--- config.mk ---
export PLATFORM = sky130hd
export DESIGN_NAME = collision_probe_sequencer
export DESIGN_NICKNAME = d
export VERILOG_FILES = /design/src/rtl/collision_probe_sequencer.sv
export SDC_FILE = /design/constraint.sdc
export NUM_CORES = 1
export LEC_CHECK = 0
export ABC_AREA = 1
export CAP_MARGIN = 20
export CORE_ASPECT_RATIO = 0.5
export CORE_MARGIN = 2
export CORE_UTILIZATION = 60
export CTS_BUF_LIST = sky130_fd_sc_hd__clkbuf_8
export DETAILED_ROUTE_END_ITERATION = 7
export GPL_TIMING_DRIVEN = 0
export PLACE_DENSITY = 0.93
export RECOVER_POWER = 100
export SYNTH_ARGS = -nofsm -noshare
export SYNTH_HDL_FRONTEND = slang
export SYNTH_SLANG_ARGS = --single-unit
--- constraint.sdc ---
create_clock -name vga_clk -period 10.3 [get_ports vga_clk]
set_input_delay 1.03 -clock vga_clk [delete_from_list [all_inputs] [get_ports vga_clk]]
set_output_delay 1.03 -clock vga_clk [all_outputs]
set_load 0.02 [all_outputs]
--- src/rtl/collision_probe_sequencer.sv ---
// collision_probe_sequencer
//   Snapshots the bounding boxes of NUM_CHAR characters and reads the shared
//   collision-map ROM at four probe points per character (left, right, top,
//   bottom). Results are gathered in a shadow buffer and published atomically
//   to coll, together with a one-cycle done pulse.
//
// Ports
//   vga_clk      clock, all state updates on rising edge
//   reset        asynchronous, active-high
//   start        sweep request, honoured in IDLE only
//   char_left    per-char left x,   char c at [c*10 +: 10]
//   char_right   per-char right x
//   char_top     per-char top y
//   char_bottom  per-char bottom y
//   side_y_off   y offset above bottom for the left/right probes
//   mid_x_off    x offset from left for the top/bottom probes
//   rom_addr     registered ROM address
//   rom_data     ROM read data, valid ROM_LATENCY edges after rom_addr loads
//   coll         published results, probe k of char c at [(c*4+k)*DATA_W +: DATA_W]
//   busy         high whenever the sequencer is not idle
//   done         one-cycle pulse following each publish of coll
//   overrun      one-cycle pulse for each cycle start was high while busy
module collision_probe_sequencer #(
    parameter int NUM_CHAR    = 2,
    parameter int ROM_LATENCY = 3,
    parameter int SCREEN_W    = 640,
    parameter int SCREEN_H    = 480,
    parameter int ADDR_W      = 19,
    parameter int DATA_W      = 3,
    parameter int FREE_RUN    = 1
) (
    input  logic                           vga_clk,
    input  logic                           reset,
    input  logic                           start,
    input  logic [NUM_CHAR*10-1:0]         char_left,
    input  logic [NUM_CHAR*10-1:0]         char_right,
    input  logic [NUM_CHAR*10-1:0]         char_top,
    input  logic [NUM_CHAR*10-1:0]         char_bottom,
    input  logic [NUM_CHAR*10-1:0]         side_y_off,
    input  logic [NUM_CHAR*10-1:0]         mid_x_off,
    output logic [ADDR_W-1:0]              rom_addr,
    input  logic [DATA_W-1:0]              rom_data,
    output logic [NUM_CHAR*4*DATA_W-1:0]   coll,
    output logic                           busy,
    output logic                           done,
    output logic                           overrun
);

    localparam int P  = 4 * NUM_CHAR;
    localparam int IW = 6;
    localparam int CW = 3;

    typedef enum logic [1:0] {
        S_IDLE,
        S_SNAP,
        S_PROBE
    } state_t;

    state_t                        r_state;
    logic [ADDR_W-1:0]             r_rom_addr;
    logic [NUM_CHAR*4*DATA_W-1:0]  r_coll;
    logic [NUM_CHAR*4*DATA_W-1:0]  r_shadow;
    logic                          r_busy;
    logic                          r_done;
    logic                          r_overrun;
    logic [IW-1:0]                 r_idx;
    logic [CW-1:0]                 r_wait;
    logic [NUM_CHAR*10-1:0]        r_left;
    logic [NUM_CHAR*10-1:0]        r_right;
    logic [NUM_CHAR*10-1:0]        r_top;
    logic [NUM_CHAR*10-1:0]        r_bottom;
    logic [NUM_CHAR*10-1:0]        r_syo;
    logic [NUM_CHAR*10-1:0]        r_mxo;

    logic [IW-1:0]                 w_nidx;
    logic [3:0]                    w_nchar;
    logic [3:0]                    w_csel;
    logic [9:0]                    w_l, w_r, w_t, w_b, w_syo, w_mxo;
    logic [ADDR_W-1:0]             w_addr;
    logic [NUM_CHAR*4*DATA_W-1:0]  w_pub;

    function automatic logic [ADDR_W-1:0] probe_addr(
        input logic [9:0] l,
        input logic [9:0] r,
        input logic [9:0] t,
        input logic [9:0] b,
        input logic [9:0] syo,
        input logic [9:0] mxo,
        input logic [1:0] k
    );
        logic [9:0]  ys;
        logic [10:0] xm;
        logic [10:0] x;
        logic [9:0]  y;
        ys = (b < syo) ? '0 : b - syo;
        if ({1'b0, ys} >= 11'(SCREEN_H)) ys = 10'(SCREEN_H - 1);
        xm = {1'b0, l} + {1'b0, mxo};
        case (k)
            2'd0:    begin x = {1'b0, l}; y = ys; end
            2'd1:    begin x = {1'b0, r}; y = ys; end
            2'd2:    begin
                x = xm;
                // a top above the screen wraps to a large value; treat as row 0
                y = ({1'b0, t} >= 11'(SCREEN_H)) ? '0 : t;
            end
            default: begin
                x = xm;
                y = ({1'b0, b} >= 11'(SCREEN_H)) ? 10'(SCREEN_H - 1) : b;
            end
        endcase
        if (x >= 11'(SCREEN_W)) x = 11'(SCREEN_W - 1);
        return ADDR_W'(32'(x) + 32'(y) * 32'(SCREEN_W));
    endfunction

    // Address of the next probe to load. In SNAP the snapshot is being
    // written on the same edge, so probe 0 is taken from the live inputs.
    always_comb begin
        w_nidx  = (r_state == S_SNAP) ? '0 : r_idx + 1'b1;
        w_nchar = w_nidx[IW-1:2];
        w_csel  = (w_nchar < 4'(NUM_CHAR)) ? w_nchar : '0;
        if (r_state == S_SNAP) begin
            w_l   = char_left  [w_csel*10 +: 10];
            w_r   = char_right [w_csel*10 +: 10];
            w_t   = char_top   [w_csel*10 +: 10];
            w_b   = char_bottom[w_csel*10 +: 10];
            w_syo = side_y_off [w_csel*10 +: 10];
            w_mxo = mid_x_off  [w_csel*10 +: 10];
        end else begin
            w_l   = r_left  [w_csel*10 +: 10];
            w_r   = r_right [w_csel*10 +: 10];
            w_t   = r_top   [w_csel*10 +: 10];
            w_b   = r_bottom[w_csel*10 +: 10];
            w_syo = r_syo   [w_csel*10 +: 10];
            w_mxo = r_mxo   [w_csel*10 +: 10];
        end
        w_addr = probe_addr(w_l, w_r, w_t, w_b, w_syo, w_mxo, w_nidx[1:0]);
    end

    // Last slot bypasses the shadow so publish happens on the capture edge.
    always_comb begin
        w_pub = r_shadow;
        w_pub[(P-1)*DATA_W +: DATA_W] = rom_data;
    end

    always_ff @(posedge vga_clk or posedge reset) begin
        if (reset) begin
            r_state    <= S_IDLE;
            r_rom_addr <= '0;
            r_coll     <= '0;
            r_shadow   <= '0;
            r_busy     <= 1'b0;
            r_done     <= 1'b0;
            r_overrun  <= 1'b0;
            r_idx      <= '0;
            r_wait     <= '0;
            r_left     <= '0;
            r_right    <= '0;
            r_top      <= '0;
            r_bottom   <= '0;
            r_syo      <= '0;
            r_mxo      <= '0;
        end else begin
            r_done    <= 1'b0;
            r_overrun <= start && r_busy;
            case (r_state)
                S_IDLE: begin
                    if ((FREE_RUN != 0) || start) begin
                        r_state <= S_SNAP;
                        r_busy  <= 1'b1;
                    end
                end
                S_SNAP: begin
                    r_left     <= char_left;
                    r_right    <= char_right;
                    r_top      <= char_top;
                    r_bottom   <= char_bottom;
                    r_syo      <= side_y_off;
                    r_mxo      <= mid_x_off;
                    r_rom_addr <= w_addr;
                    r_idx      <= '0;
                    r_wait     <= '0;
                    r_state    <= S_PROBE;
                end
                S_PROBE: begin
                    if (r_wait == CW'(ROM_LATENCY - 1)) begin
                        r_shadow[r_idx*DATA_W +: DATA_W] <= rom_data;
                        r_wait <= '0;
                        if (r_idx == IW'(P - 1)) begin
                            r_coll <= w_pub;
                            r_done <= 1'b1;
                            r_idx  <= '0;
                            if (FREE_RUN != 0) begin
                                r_state <= S_SNAP;
                            end else begin
                                r_state <= S_IDLE;
                                r_busy  <= 1'b0;
                            end
                        end else begin
                            r_idx      <= w_nidx;
                            r_rom_addr <= w_addr;
                        end
                    end else begin
                        r_wait <= r_wait + 1'b1;
                    end
                end
                default: begin
                    r_state <= S_IDLE;
                    r_busy  <= 1'b0;
                end
            endcase
        end
    end

    assign rom_addr = r_rom_addr;
    assign coll     = r_coll;
    assign busy     = r_busy;
    assign done     = r_done;
    assign overrun  = r_overrun;

endmodule

==> metrics.csv, run 1 <==
metric,value,unit
outcome,"finished, violations left",
violated checks,"max-capacitance violations, max-slew violations",
CP Class,reg -> reg,
Max Cap Viol,1,
die width,192.8,µm
first-pass GRT wire length,48.23,mm
total negative setup slack,0,ps
Slew HR,-73.07,%
CP most frequent cell,nand2_1,
Startpoint Class,register,
total track usage,32.73,%
post-synthesis mux area share,1.685,%
Via Count,9942,
ratio of cells with drive above 1 in the final layout,7.474,%
pwr/cell area,133.8,mW/mm²
"flops & latches, synth",198,
number of global-route vias before repair,9882,
Detailed Place HPWL,22.47,mm
Layout area overhead,22.25,%
average wire per standard cell,16.49,µm
Final ANT Viol Nets,0,
post-DR vias/cell,5.564,
clock slew at reported path FFs,100,ps
postcts setup bufs,0,
Mean Syn Cell Area,7.930,µm²
Crit. End Element,register,
die area,0.01897,mm²
Yosys Warn Count,0,
IO Pins,172,
# setup viols final,0,
clock root buffer,clkbuf_8,
initial antenna violation count,1,
htree depth,4,
pre-CTS setup slack,3168,ps
post-synthesis compound-gate area fraction,11.74,%
slowest CP cell,clkbuf_1,
CP max stage delay,610,ps
core area,0.01740,mm²
syn_nets,1522,
# rows,34,
placed inst area,0.01273,mm²
top post-synthesis cells by count,"430 x nand2_1, 198 x dfrtp_1, 139 x inv_1",
final wirelength,29.46,mm
Worst EP arrival,8670,ps
placed cell count,1754,
largest net degree at the start of global routing,140,
worst path required time,10650,ps
Worst Tran Pin Value,2582,ps
LEAKAGE,6.425,nW
Worst-Skew Late Latency,490,ps
total congestion overflow,0,
main flop type after synthesis,dfrtp_1,
fin crit period,8312,ps
simple-gate share of the synthesized area,25.11,%
Cell variety after synth,48,
initial core utilization,61.44,%
clock sinks,198,
post-synthesis xor/xnor area fraction,1.802,%
Inserted Clock Buffers,17,
Die H,98.39,µm
Adder-Cell Fraction of Synth Area,5.899,%
RSZ-0062 raised after global routing,false,
Peak supply drop,130.8,µV
clk buf depth,2,
synthesized area,0.01069,mm²
largest family of logic cells by synthesized area,simple AND/OR/NAND/NOR gates,
worst-path maximum fanout,10,
"Cell Count, Final, Fillers Out",1787,
initial DRC count,712,
Layout Nets,1713,
Tcrit/Tclk final,80.70,%
PostCTS Resize Cnt,0,
Final GP Congestion,0.9363,
cell accounting for the most synthesized area,dfrtp_1,
Area contributors post-synth,"dfrtp_1 46%, nand2_1 15%, o21ai_0 6.1%, ha_1 5.1%, inv_1 4.9%",
Pwr Total,1.748,mW
Slew Limit Fails,60,
Fin. Hold Viols,0,
skew final,19.29,ps
Yosys top cell area share,46.35,%
Fmax achieved,120.3,MHz
most frequent cell after synthesis,nand2_1,
router iterations before antenna repair,5,
synthesized netlist cell count,1348,
count of flip-flops with a built-in enable after synthesis,0,
CTS tree,done,
Worst Hold Class,reg -> reg,
buffers added on ports,171,
fin worst setup slack,1988,ps
Post-synth ARST share,100.0,%
# DRC,0,
design area,0.01307,mm²
sequential element share of the synthesized area,46.35,%
hold buffer count at cts,0,
[state kept, by name (all words and copies together), names as in the netlist]
register and flops:
busy 1, coll 24, done 1, overrun 1, r_bottom 20, r_idx 6
r_left 20, r_mxo 20, r_right 20, r_shadow 21, r_state 2, r_syo 20
r_top 20, r_wait 3, rom_addr 19
[metal layers]
metal  global-route usage (%)  vias to the layer above  share of wire (%)
met5                        0                        -                  0
met4                    14.03                        0                3.8
met3                    7.620                       93                7.2
met2                    52.08                      426                 47
met1                    43.22                     4733                 42
li1                         -                     4690                  -
[where the power goes]
part	internal, mW	switching [mW]
Clock	0.178	0.308
Combinational	0.175	0.233
Sequential	0.831	0.0228
[worst paths after layout]
path,endpoint,cells after the start,slack [ps],from
worst max-delay path,rom_addr[17],39,1990,r_state[1]
worst min-delay path,r_syo[19],2,480,r_syo[19]
worst max register to register,rom_addr[17],39,1990,r_state[1]
worst min register to register,r_syo[19],2,480,r_syo[19]
max in group asynchronous,r_bottom[9],3,7110,reset
min in group asynchronous,coll[11],2,1700,reset
[worst max-delay path: cells and delay by family, from the launching register on]
| family | cells | cell delay, ps |
|---|---|---|
| buf+inv | 11 | 3200 |
| simple gates | 17 | 1790 |
| fa+ha+maj | 6 | 1730 |
| compound gates | 4 | 900 |
| flops | 1 | 420 |
| xor+xnor | 1 | 160 |
[area by class of cell]
class                      instances  area, µm²
clock buffer                      17      234.0
buffer                            48      225.2
timing repair buffer             172       1739
sequential                       198       4955
tap                              234      292.8
antenna                            1      2.502
fill                            1317       4330
inverter                         146      549.3
clock inverter                    15      140.1
multi-input combinational        956       4931
[kinds of logic after synthesis]
| group | after synthesis |
|---|---|
| mux | 18 |
| simple gates | 641 |
| compound gates | 226 |
| xor+xnor | 22 |
| other cells | 1 |
| buf+inv | 194 |
| fa+ha+maj | 48 |
| flops | 198 |
[layout by cell type (no fill, tap or decap), drive strengths merged, types with 4 or more instances in the layout]
cell	n
a21oi	39
a31oi	15
buf	15
clkbuf	51
clkdlybuf4s50	123
clkinv	6
dfrtp	198
dlygate4sd3	48
fa	4
ha	44
inv	152
mux2i	18
nand2	447
nand3	42
nor2	100
nor3	10
o2111ai	6
o21ai	147
o31ai	5
or2	35
xnor2	11
xor2	11
[per-stage QoR]
stage                     hold slack [ps]  utilization (%)
final                               476.4            75.11
after global routing                486.0            75.11
after CTS                           475.5            75.31
after detailed placement            451.7            73.16
after global placement              446.4            72.96
after floorplan                     433.3                -
Note: power is estimated with default switching activity, not from simulation.
==> inputs of run 2 (changes only) <==
--- a/config.mk
+++ b/config.mk
@@ -9,11 +9,11 @@
 export CAP_MARGIN = 20
 export CORE_ASPECT_RATIO = 0.5
 export CORE_MARGIN = 2
-export CORE_UTILIZATION = 60
+export CORE_UTILIZATION = 51
 export CTS_BUF_LIST = sky130_fd_sc_hd__clkbuf_8
 export DETAILED_ROUTE_END_ITERATION = 7
 export GPL_TIMING_DRIVEN = 0
-export PLACE_DENSITY = 0.93
+export PLACE_DENSITY = 0.85
 export RECOVER_POWER = 100
 export SYNTH_ARGS = -nofsm -noshare
 export SYNTH_HDL_FRONTEND = slang
==> constraint.sdc (replaced) <==
create_clock -name vga_clk -period 7.2 [get_ports vga_clk]
set_input_delay 0.72 -clock vga_clk [delete_from_list [all_inputs] [get_ports vga_clk]]
set_output_delay 0.72 -clock vga_clk [all_outputs]
set_load 0.02 [all_outputs]
==> metrics.csv, run 2 (synthesis results as in run 1) <==
metric,value,unit,change
outcome,"finished, violations left",,unchanged
violated checks,"max-capacitance violations, max-slew violations",,unchanged
# DRC,0,,unchanged
placed inst area,0.01278,mm²,was 0.01273 mm²
hold buffer count at cts,0,,unchanged
average wire per standard cell,15.77,µm,was 16.49 µm
CTS tree,done,,unchanged
worst path required time,7570,ps,was 10650 ps
post-DR vias/cell,5.318,,was 5.564
LEAKAGE,6.496,nW,was 6.425 nW
total negative setup slack,0,ps,unchanged
largest net degree at the start of global routing,126,,was 140
Crit. End Element,register,,unchanged
Slew HR,-111.8,%,was -73.07%
Int Pwr,1.756,mW,was 1.185 mW
final wirelength,28.77,mm,was 29.46 mm
total congestion overflow,0,,unchanged
total track usage,26.74,%,was 32.73%
WL met2,13.77,mm,was 13.73 mm
initial DRC count,882,,was 712
Slew Limit Fails,201,,was 60
clock share of power,29.3,%,was 27.8%
Final ANT Viol Nets,0,,unchanged
Detailed Place HPWL,22.28,mm,was 22.47 mm
clock slew at reported path FFs,100,ps,about the same
reg2reg start,r_state[0],,was r_state[1]
RSZ-0062 raised after global routing,false,,unchanged
die width,208.8,µm,was 192.8 µm
ratio of cells with drive above 1 in the final layout,8.962,%,was 7.474%
skew final,14.00,ps,was 19.29 ps
worst-path maximum fanout,10,,unchanged
Worst Hold Class,reg -> reg,,unchanged
initial antenna violation count,0,,was 1
design area,0.01323,mm²,was 0.01307 mm²
CP Class,reg -> reg,,unchanged
Min-Delay Endpoint,r_syo[0],,was r_syo[19]
pre-CTS setup slack,109.9,ps,was 3168 ps
Worst EP arrival,6930,ps,was 8670 ps
slowest CP cell,dfrtp_1,,was clkbuf_1
P_sw,0.7860,mW,was 0.5631 mW
die area,0.02221,mm²,was 0.01897 mm²
Worst-Skew Late Latency,500,ps,was 490 ps
max FFs per register,24,,unchanged
routed length on met1,12.74,mm,was 12.48 mm
fin worst setup slack,635.1,ps,was 1988 ps
Top Layer Used,met4,,unchanged
pwr/cell area,192.2,mW/mm²,was 133.8 mW/mm²
IO Pins,172,,unchanged
htree depth,4,,unchanged
CP max stage delay,440,ps,was 610 ps
crit path buf inv count,13,,was 11
Worst Tran Pin Value,3160,ps,was 2582 ps
Startpoint Class,register,,unchanged
Inserted Clock Buffers,17,,unchanged
# setup viols final,0,,unchanged
Die H,106.4,µm,was 98.39 µm
Sequential Power Share,48.1,%,was 48.9%
Via Count,9700,,was 9942
routed wl met3,1.615,mm,was 2.123 mm
initial core utilization,52.01,%,was 61.44%
clock root buffer,clkbuf_8,,unchanged
first-pass GRT wire length,46.99,mm,was 48.23 mm
fin crit period,6565,ps,was 8312 ps
router iterations before antenna repair,5,,unchanged
Crit path max-delay family,buffers and inverters,,unchanged
"Core Util, Final",64.35,%,was 75.11%
Peak supply drop,134.7,µV,was 130.8 µV
# diodes,0,,was 1
Layout Nets,1712,,was 1713
Max Cap Viol,2,,was 1
worst r2r path cells,41,,was 39
Fmax achieved,152.3,MHz,was 120.3 MHz
Fin. Hold Viols,0,,unchanged
clk buf depth,2,,unchanged
Tcrit/Tclk final,91.18,%,was 80.70%
Layout area overhead,23.72,%,was 22.25%
most frequent cells in the layout,"430 x nand2_1, 198 x dfrtp_1, 139 x inv_1",,"was 432 x nand2_1, 198 x dfrtp_1, 140 x inv_1"
Final GP Congestion,0.9184,,was 0.9363
# rows,37,,was 34
"leading cell type in the layout, fill and taps excluded",nand2_1,,unchanged
number of global-route vias before repair,9834,,was 9882
R2R setup slack,640,ps,was 1990 ps
Net Sw Frac,30.92,%,was 32.21%
hold path cells,2,,unchanged
min-delay src,r_syo[0],,was r_syo[19]
Pwr Total,2.542,mW,was 1.748 mW
core area,0.02055,mm²,was 0.01740 mm²
buffers added on ports,171,,unchanged
logic gate share of total power,22.6,%,was 23.3%
CP most frequent cell,nand2_1,,unchanged
reg2reg end,rom_addr[17],,unchanged
clock sinks,198,,unchanged
## run 2: cell count changes in the layout (fill, tap and decap cells not counted), moves of 3 or more
| cell | change |
|---|---|
| clkbuf_2 | +3 |
| clkbuf_4 | +9 |
| buf_4 | +3 |
| inv_8 | -5 |
| clkbuf_1 | -15 |
| a21oi_1 | -3 |
## run 2: power groups by stage
stage / clock [mW] / sequential, mW / combinational, mW
final: 0.746 / 1.22 / 0.573
after floorplan: 0 / 1.29 / 0.307
after detailed placement: 0 / 1.25 / 0.584
after CTS: 0.752 / 1.22 / 0.590
after global placement: 0 / 1.24 / 0.567
after global routing: 0.799 / 1.23 / 0.640
## run 2: metal layers
metal  track usage (%)  up-vias
met2             45.90      291
met4             8.673        0
li1                  -     4668
met3             4.727       57
met5                 0        -
met1             34.64     4684
## run 2: worst max-delay path by stage
stage	start	depth (start not counted)	to	slack (ps)
finish	r_state[0]	41	rom_addr[17]	640
global route	r_state[1]	45	rom_addr[18]	5
CTS	r_state[1]	46	rom_addr[18]	20
detailed placement	r_state[1]	46	rom_addr[18]	110
global placement	reset	2	rom_addr[15]	-1150
floorplan	reset	1	busy	1080
## run 2: layout make-up
cell class                      instances  area, µm²
Buffer                                 46      265.3
Clock inverter                         15      171.4
Tap cell                              273      341.6
Timing Repair Buffer                  173       1720
Multi-Input combinational cell        956       4990
Fill cell                            1710       7328
Sequential cell                       198       4955
Inverter                              146      549.3
Clock buffer                           17      234.0
## run 2: timing repair
action                                  in CTS  in global routing
setup buffers                                0                  0
endpoints found under the setup margin       0                  7
gates resized for setup                      0                 39
## run 2: per-stage QoR
| step | std cells | hold slack [ps] |
|---|---|---|
| 5_1_grt | 1824 | 490.9 |
| 3_3_place_gp | 1792 | 446.6 |
| 4_1_cts | 1825 | 476.3 |
| 2_1_floorplan | 1348 | 433.3 |
| 3_5_place_dp | 1793 | 455.0 |
| 6_report | 1824 | 476.1 |
## run 2: worst register-to-register path: cells and delay by family, from the launching register on
family          cells  cell delay [ps]
fa+ha+maj           6             1670
flops               1              440
simple gates       16             1600
buf+inv            13             1800
xor+xnor            2              320
compound gates      4              610
==> inputs of run 3 (changes only) <==
--- a/config.mk
+++ b/config.mk
@@ -6,9 +6,8 @@
 export NUM_CORES = 1
 export LEC_CHECK = 0
 export ABC_AREA = 1
-export CAP_MARGIN = 20
 export CORE_ASPECT_RATIO = 0.5
-export CORE_MARGIN = 2
+export CORE_MARGIN = 4
 export CORE_UTILIZATION = 51
 export CTS_BUF_LIST = sky130_fd_sc_hd__clkbuf_8
 export DETAILED_ROUTE_END_ITERATION = 7
==> metrics.csv, run 3 (synthesis results as in run 1) <==
metric,value,unit,change
# DRC,0,,unchanged
number of global-route vias before repair,9278,,was 9834
"leading cell type in the layout, fill and taps excluded",nand2_1,,unchanged
pre-CTS setup slack,-93.47,ps,was 109.9 ps
Worst Hold Class,reg -> reg,,unchanged
ratio of cells with drive above 1 in the final layout,9.161,%,was 8.962%
Layout Nets,1711,,was 1712
Worst EP arrival,7040,ps,was 6930 ps
violated checks,"max-capacitance violations, max-slew violations",,unchanged
"Cell Count, Final, Fillers Out",1823,,was 1824
most frequent cells in the layout,"430 x nand2_1, 198 x dfrtp_1, 138 x inv_1",,"was 430 x nand2_1, 198 x dfrtp_1, 139 x inv_1"
CTS tree,done,,unchanged
CP Class,reg -> reg,,unchanged
first-pass GRT wire length,46.27,mm,was 46.99 mm
placed cell count,1793,,unchanged
register area,0.004955,mm²,unchanged
die width,212.8,µm,was 208.8 µm
total track usage,25.18,%,was 26.74%
Via Count,9639,,was 9700
Layout area overhead,23.35,%,was 23.72%
Startpoint Class,register,,unchanged
worst path required time,7570,ps,about the same
Final GP Congestion,0.9263,,was 0.9184
buffers added on ports,171,,unchanged
initial DRC count,1019,,was 882
fin worst setup slack,534.0,ps,was 635.1 ps
# diodes,0,,unchanged
CP most frequent cell,nor2_1,,was nand2_1
die area,0.02348,mm²,was 0.02221 mm²
LEAKAGE,6.477,nW,was 6.496 nW
max FFs per register,24,,unchanged
outcome,"finished, violations left",,unchanged
Die H,110.4,µm,was 106.4 µm
clock root buffer,clkbuf_8,,unchanged
core area,0.02055,mm²,unchanged
# setup viols final,0,,unchanged
"Core Util, Final",64.15,%,was 64.35%
Peak supply drop,126.5,µV,was 134.7 µV
final wirelength,29.06,mm,was 28.77 mm
total congestion overflow,0,,unchanged
Fin. Hold Viols,0,,unchanged
clock sinks,198,,unchanged
average wire per standard cell,15.94,µm,was 15.77 µm
Crit. End Element,register,,unchanged
clock slew at reported path FFs,110,ps,was 100 ps
slowest CP cell,fa_1,,was dfrtp_1
pwr/cell area,190.2,mW/mm²,was 192.2 mW/mm²
worst-path maximum fanout,10,,unchanged
Worst-Skew Late Latency,510,ps,was 500 ps
Inserted Clock Buffers,17,,unchanged
htree depth,4,,unchanged
Detailed Place HPWL,22.54,mm,was 22.28 mm
CP max stage delay,460,ps,was 440 ps
Max Cap Viol,2,,unchanged
fin crit period,6666,ps,was 6565 ps
# rows,37,,unchanged
initial core utilization,52.01,%,unchanged
fill count,1741,,was 1710
Final ANT Viol Nets,0,,unchanged
largest net degree at the start of global routing,139,,was 126
initial antenna violation count,0,,unchanged
Worst Tran Pin Value,3357,ps,was 3160 ps
Fmax achieved,150.0,MHz,was 152.3 MHz
IO Pins,172,,unchanged
Slew Limit Fails,201,,unchanged
Slew HR,-123.8,%,was -111.8%
area of the multi-input gates,0.004975,mm²,was 0.004990 mm²
post-DR vias/cell,5.287,,was 5.318
skew final,20.83,ps,was 14.00 ps
router iterations before antenna repair,7,,was 5
total negative setup slack,0,ps,unchanged
Tcrit/Tclk final,92.58,%,was 91.18%
clk buf depth,2,,unchanged
## run 3: layout make-up
type	instances	share of cell area, %
multi-input cells	956	37.73
flip-flops and latches	198	37.57
well taps	273	2.590
plain buffers	46	2.087
clock buffers	17	1.774
inverters	146	4.165
clock inverters	15	1.063
repair buffers	172	13.02
## run 3: what timing repair did
| item | CTS | global route |
|---|---|---|
| endpoints found under the hold margin | 0 | 0 |
| pin swaps | 0 | 0 |
| gates resized for setup | 2 | 34 |
| setup buffers | 0 | 0 |
| hold buffers | 0 | 0 |
| endpoints found under the setup margin | 3 | 5 |
## run 3: critical path: cells and delay by family (launching register included)
kind	cells	cell delay, ps
simple gates	18	1880
buf+inv	12	1720
fa+ha+maj	6	1710
compound gates	4	690
flops	1	390
xor+xnor	1	150
## run 3: per-stage QoR
| step | hold WS (ps) | power (mW) | area, µm² |
|---|---|---|---|
| floorplan | 433.3 | 1.595 | 10690 |
| CTS | 475.5 | 2.537 | 13150 |
| global placement | 446.9 | 1.813 | 12740 |
| global route | 494.4 | 2.651 | 13190 |
| finish | 467.4 | 2.508 | 13190 |
| detailed placement | 451.0 | 1.833 | 12780 |
## run 3: power breakdown
part	switching, mW	internal [mW]
registers	0.0324	1.19
clock network	0.427	0.280
logic	0.328	0.251
total	0.787	1.72
## run 3: per-layer routing
metal  routed length [µm]  vias to the layer above  share of wire [%]  global-route usage [%]
li1                     -                     4677                  -                       -
met1                12680                     4601                 44                   33.68
met2                13960                      297                 48                   41.56
met3                 1741                       64                6.0                   6.163
met4                  674                        0                2.3                   7.028
met5                    0                        -                  0                       0
## run 3: worst paths after layout
path	start	end	slack, ps	cells past startpoint
min	r_syo[19]	r_syo[19]	470	2
min reg2reg	r_syo[19]	r_syo[19]	470	2
max reg2reg	r_state[1]	rom_addr[18]	530	41
min in group asynchronous	reset	r_shadow[9]	1390	2
max	r_state[1]	rom_addr[18]	530	41
max in group asynchronous	reset	rom_addr[15]	1620	3
